==> src/rtl/mem_access_ctrl.sv <==
// mem_access_ctrl: single-port memory transfer controller.
// Accepts a write or read request in IDLE, then streams beats to or from a
// synchronous memory with read latency RD_LAT (1..4). Reads are issued
// back-to-back and a valid pipeline tracks returning data until it drains.
// Build option: define MEM_ACCESS_BURST_EN to honour len (1..16 beats);
// without it every transfer is exactly one beat and len is ignored.
// Handshake: wdata is taken in every cycle where wdata_ack=1 (no backpressure);
// rdata is meaningful only in cycles where rdata_valid=1; req is looked at only
// while busy=0 and is dropped, not queued, otherwise.
module mem_access_ctrl #(
  parameter int AW     = 9,
  parameter int DW     = 16,
  parameter int RD_LAT = 1
) (
  input  logic          clk,
  input  logic          rst,
  input  logic          req,
  input  logic          we,
  input  logic [AW-1:0] addr,
  input  logic [3:0]    len,
  input  logic [DW-1:0] wdata,
  output logic          wdata_ack,
  output logic [DW-1:0] rdata,
  output logic          rdata_valid,
  output logic          busy,
  output logic          done,
  output logic          mem_write,
  output logic          mem_read,
  output logic [AW-1:0] mem_addr,
  output logic [DW-1:0] mem_din,
  input  logic [DW-1:0] mem_dout,
  output logic [2:0]    dbg_state
);

  typedef enum logic [2:0] {
    S_IDLE  = 3'd0,
    S_WRITE = 3'd1,
    S_READ  = 3'd2,
    S_DRAIN = 3'd3,
    S_DONE  = 3'd4
  } state_t;

  state_t              state;
  state_t              state_nx;
  logic [AW-1:0]       cur_addr;
  logic                last_beat;
  logic [RD_LAT-1:0]   rd_pipe;
  logic                drain_end;
  logic                start;
  logic                active;

  assign start     = (state == S_IDLE) && req;
  assign active    = (state == S_WRITE) || (state == S_READ);
  // Last outstanding read beat is being presented and nothing is left in flight.
  assign drain_end = (state == S_DRAIN) && rdata_valid && (rd_pipe == '0);
  assign dbg_state = state;

`ifdef MEM_ACCESS_BURST_EN
  logic [3:0] beats;

  // Remaining-beat counter: loaded from len, counts down once per issued beat.
  always_ff @(posedge clk) begin
    if (rst) begin
      beats <= 4'd0;
    end else if (start) begin
      beats <= len;
    end else if (active) begin
      beats <= beats - 4'd1;
    end
  end

  assign last_beat = (beats == 4'd0);
`else
  logic unused_len;
  assign unused_len = ^len;
  assign last_beat  = 1'b1;
`endif

  // State register.
  always_ff @(posedge clk) begin
    if (rst) begin
      state <= S_IDLE;
    end else begin
      state <= state_nx;
    end
  end

  // Current beat address; wraps naturally modulo 2^AW.
  always_ff @(posedge clk) begin
    if (rst) begin
      cur_addr <= '0;
    end else if (start) begin
      cur_addr <= addr;
    end else if (active) begin
      cur_addr <= cur_addr + 1'b1;
    end
  end

  // Next-state logic.
  always_comb begin
    state_nx = state;
    case (state)
      S_IDLE:  if (req) state_nx = we ? S_WRITE : S_READ;
      S_WRITE: if (last_beat) state_nx = S_DONE;
      S_READ:  if (last_beat) state_nx = S_DRAIN;
      S_DRAIN: if (drain_end) state_nx = S_IDLE;
      S_DONE:  state_nx = S_IDLE;
      default: state_nx = S_IDLE;
    endcase
  end

  // Memory strobes, write handshake and status outputs decoded from state.
  always_comb begin
    mem_write = 1'b0;
    mem_read  = 1'b0;
    mem_addr  = '0;
    mem_din   = '0;
    wdata_ack = 1'b0;
    busy      = (state != S_IDLE);
    done      = (state == S_DONE) || drain_end;
    case (state)
      S_WRITE: begin
        mem_write = 1'b1;
        mem_addr  = cur_addr;
        mem_din   = wdata;
        wdata_ack = 1'b1;
      end
      S_READ: begin
        mem_read = 1'b1;
        mem_addr = cur_addr;
      end
      default: begin
        mem_write = 1'b0;
      end
    endcase
  end

  // Read-valid pipeline: bit i set means a read issued i+1 cycles ago is in
  // flight; the top bit marks the cycle in which mem_dout carries its data.
  always_ff @(posedge clk) begin
    if (rst) begin
      rd_pipe     <= '0;
      rdata_valid <= 1'b0;
      rdata       <= '0;
    end else begin
      rd_pipe     <= rd_pipe << 1;
      rd_pipe[0]  <= mem_read;
      rdata_valid <= rd_pipe[RD_LAT-1];
      if (rd_pipe[RD_LAT-1]) begin
        rdata <= mem_dout;
      end
    end
  end

endmodule

==> config.mk <==
export PLATFORM = sky130hd
export DESIGN_NAME = mem_access_ctrl
export DESIGN_NICKNAME = d
export VERILOG_FILES = /design/src/rtl/mem_access_ctrl.sv
export SDC_FILE = /design/constraint.sdc
export NUM_CORES = 1
export LEC_CHECK = 0
export BUFFER_PORTS_ARGS = -buffer_cell sky130_fd_sc_hd__buf_2
export CORE_MARGIN = 2
export CORE_UTILIZATION = 44
export DETAILED_ROUTE_END_ITERATION = 7
export PLACE_DENSITY = 0.84
export SLEW_MARGIN = 0
export SYNTH_ARGS = -nofsm -noshare
export SYNTH_HDL_FRONTEND = slang
export SYNTH_SLANG_ARGS = --single-unit
==> constraint.sdc <==
create_clock -name clk -period 3.35 [get_ports clk]
set_input_delay 0.5025 -clock clk [delete_from_list [all_inputs] [get_ports clk]]
set_output_delay 0.5025 -clock clk [all_outputs]
set_load 0.005 [all_outputs]
==> summary.txt <==
Global route
  – All-Layer GR Usage: 0.1803
  – Global-route wire length before repair: 4850 µm
  – Grt total ovfl: 0
  – Antenna violations before repair: 0
  – Largest net degree at the start of global routing: 31
  – Vias in the first global route: 1,130

Yosys
  – Share of flip-flops with an asynchronous set or reset: 0
  – Synth Cell Area: 1445 µm²
  – Net Count, Synth: 212
  – Number of distinct library cells after synthesis: 28
  – Seq cells post-synth: 30
  – Most common cell in the netlist: dfxtp_1
  – Top cells by area, synth: dfxtp_1 (42%), mux2i_1 (11%), and2_1 (11%)
  – Synthesis Warnings: 0
  – Mapped Avg Cell Area: 8.921 µm²
  – EDFF count, synth: 0
  – Post-synth top area share: 0.4156
  – Sequential-to-total area share from yosys stat: 0.4156
  – Synth area leader: dfxtp_1
  – Synth top cells by count: dfxtp_1 (30), nor2_1 (29), and2_1 (25)
  – Ys flop type: dfxtp_1
  – Mapped Cells: 162

Timing
  – Final worst path period share: 0.7263
  – Final-report hold violation count: 0
  – RSZ-0062 raised after global routing: no
  – Fmax: 411.0 MHz
  – Final WS setup: 0.9169 ns
  – Slew headroom: 0.5578
  – Tightest Pin Transition: 0.6619 ns
  – WHS: 0.4031 ns
  – Tmin final: 2.433 ns
  – Total negative slack: 0 ns
  – Clock Skew: 0.009460 ns
  – # setup viols final: 0
  – Final Slew Violations: 0

Clock tree
  – H-tree lvl count: 2
  – Post-CTS Repair Setup Buffers: 0
  – Clock buffer depth: 2
  – Skew-Pair Late Insertion Delay: 0.33 ns
  – CTS resizes: 0
  – CTS root buf: clkbuf_4
  – CTS tree: yes
  – Hold buffer count at cts: 0
  – Cts bufs inserted: 5
  – CTS sink cnt: 30
  – Clock-pin slew on the worst setup and hold paths: 0.10 ns

Route
  – First-iteration detailed-routing DRC count: 36
  – Detailed-route via count: 1,413
  – Avg WL per Cell: 11.17 µm
  – Via density: 4.726
  – Post-route DRC: 0
  – Final wirelength: 3339 µm
  – Post-route ant nets: 0
  – First drt pass iteration count: 4

Finish
  – Layout Nets: 304
  – Area Growth Syn to Fin: 41.82%
  – Fill count: 274
  – Antenna Cells: 0
  – Layout cells sized above 1: 0.4275
  – Fin cells: 299

Placement
  – Dpl hpwl: 2535 µm
  – Inst Count DP: 291
  – PortBufs: 94
  – GPL Wtd Cong: 0.7751
  – Pre-CTS setup slack: 1.249 ns

Setup path
  – RR Startpoint: dbg_state[1]$_SDFFE_PP0P_
  – Worst Setup SP: dbg_state[0]$_SDFFE_PP0P_
  – CP Class: reg -> out
  – Max FO, Critical Path: 13
  – Crit end category: primary output
  – Startpoint Class: flop
  – Critical path data arrival time: 1.93 ns
  – Worst EP required: 2.85 ns

Floorplan
  – Num rows: 20
  – I/O pin count: 99
  – Core area: 3078 µm²
  – Die X: 61.31 µm
  – Starting Density: 0.4695
  – Die area: 3759 µm²
  – Vert. Die Dim: 61.31 µm

Power
  – Internal power: 0.7366 mW
  – Sequential fraction of design power: 0.420
  – Clock share of power: 0.386
  – PnR Total Power: 0.9804 mW
  – Peak supply drop: 276.3 µV
  – Sw Ratio: 0.2487
  – P_sw: 0.2438 mW
  – Pwr dens: 478.4 nW/µm²
  – Leakage: 0.9919 nW
  – Comb pwr share: 0.195

Worst hold path
  – Hold Path Class: in -> reg
  – Hold_sp: mem_dout[8]

Job
  – Max-Cap Viols: 0

Status
  – Status: finished clean
cell families after synthesis:
| logic type | after synthesis | share of synthesized area |
|---|---|---|
| XOR/XNOR | 8 | 0.05368 |
| flip-flops | 30 | 0.4156 |
| multiplexers | 16 | 0.1108 |
| AND/OR/NAND/NOR | 79 | 0.3004 |
| AO/OA/AOI/OAI | 15 | 0.07273 |
| buffers and inverters | 13 | 0.03810 |
| adder cells (fa/ha/maj) | 1 | 0.008657 |
metal layers:
| layer | part of all wire | track usage |
|---|---|---|
| met1 | 0.42 | 0.2169 |
| met2 | 0.47 | 0.2796 |
| met3 | 0.096 | 0.09454 |
| met4 | 0.010 | 0.05590 |
| met5 | 0 | 0 |
per-stage QoR:
step	area [µm²]	utilization
after detailed placement	1938	0.6297
after global placement	1938	0.6297
after floorplan	1445	-
after CTS	2049	0.6659
after global routing	2049	0.6659
final	2049	0.6659
worst max-delay path: stages, from the launching register on:
cell     delay [ns]
dfxtp_1        0.49
nor3b_1        0.60
buf_4          0.27
and2_1         0.13
buf_2          0.10
area by class of cell:
class,instances,area [µm²],share of cell area
Inverter,2,7.507,0.003663
Sequential cell,30,600.6,0.2930
Multi-Input combinational cell,119,789.5,0.3852
Tap cell,44,55.05,0.02686
Clock inverter,2,60.06,0.02930
Timing Repair Buffer,96,485.5,0.2369
Clock buffer,6,51.30,0.02503
sequential cells by signal, summed over array words and instances (netlist names):
name and count:
cur_addr 9, dbg_state 3, rd_pipe 1, rdata 16, rdata_valid 1
power groups by stage:
stage | clock (mW) | combinational [mW] | sequential, mW
2_1_floorplan | 0 | 0.122 | 0.411
3_3_place_gp | 0 | 0.189 | 0.418
3_5_place_dp | 0 | 0.193 | 0.420
4_1_cts | 0.387 | 0.194 | 0.411
5_1_grt | 0.406 | 0.217 | 0.416
6_report | 0.378 | 0.191 | 0.411
placed cells by master, fill, tap and decap left out:
| cell type | Yosys | layout |
|---|---|---|
| buf_2 | 2 | 94 |
| clkbuf_4 | 0 | 5 |
| xnor2_2 | 1 | 1 |
| nor2_1 | 29 | 29 |
| a311oi_1 | 1 | 1 |
| o21ai_0 | 2 | 2 |
| nand3b_1 | 3 | 3 |
| nor4b_2 | 2 | 2 |
| or2_2 | 1 | 1 |
| a211oi_1 | 9 | 9 |
| and2_1 | 25 | 25 |
| nor3_1 | 3 | 3 |
| inv_1 | 2 | 2 |
| nand4b_1 | 1 | 1 |
| nand2_1 | 4 | 4 |
| nand4_1 | 1 | 1 |
| dfxtp_1 | 30 | 30 |
| nand2b_1 | 2 | 2 |
| nor2b_1 | 3 | 3 |
| or3_1 | 2 | 2 |
| clkbuf_8 | 0 | 1 |
| bufinv_16 | 0 | 2 |
| a21oi_1 | 2 | 2 |
| mux2i_1 | 16 | 16 |
| ha_1 | 1 | 1 |
| xnor2_1 | 7 | 7 |
| nor2_2 | 1 | 1 |
| a2111oi_0 | 1 | 1 |
| buf_4 | 1 | 2 |
| nor3b_1 | 2 | 2 |
final timing paths:
check	endpoint	slack (ns)	cells past startpoint
worst max-delay path	mem_din[5]	0.92	4
worst min-delay path	rdata[8]$_SDFFE_PP0P_	0.40	3
worst max register to register	cur_addr[2]$_SDFFE_PP0P_	1.51	4
worst min register to register	rdata[5]$_SDFFE_PP0P_	0.50	2
(Power assumes the default switching activity.)
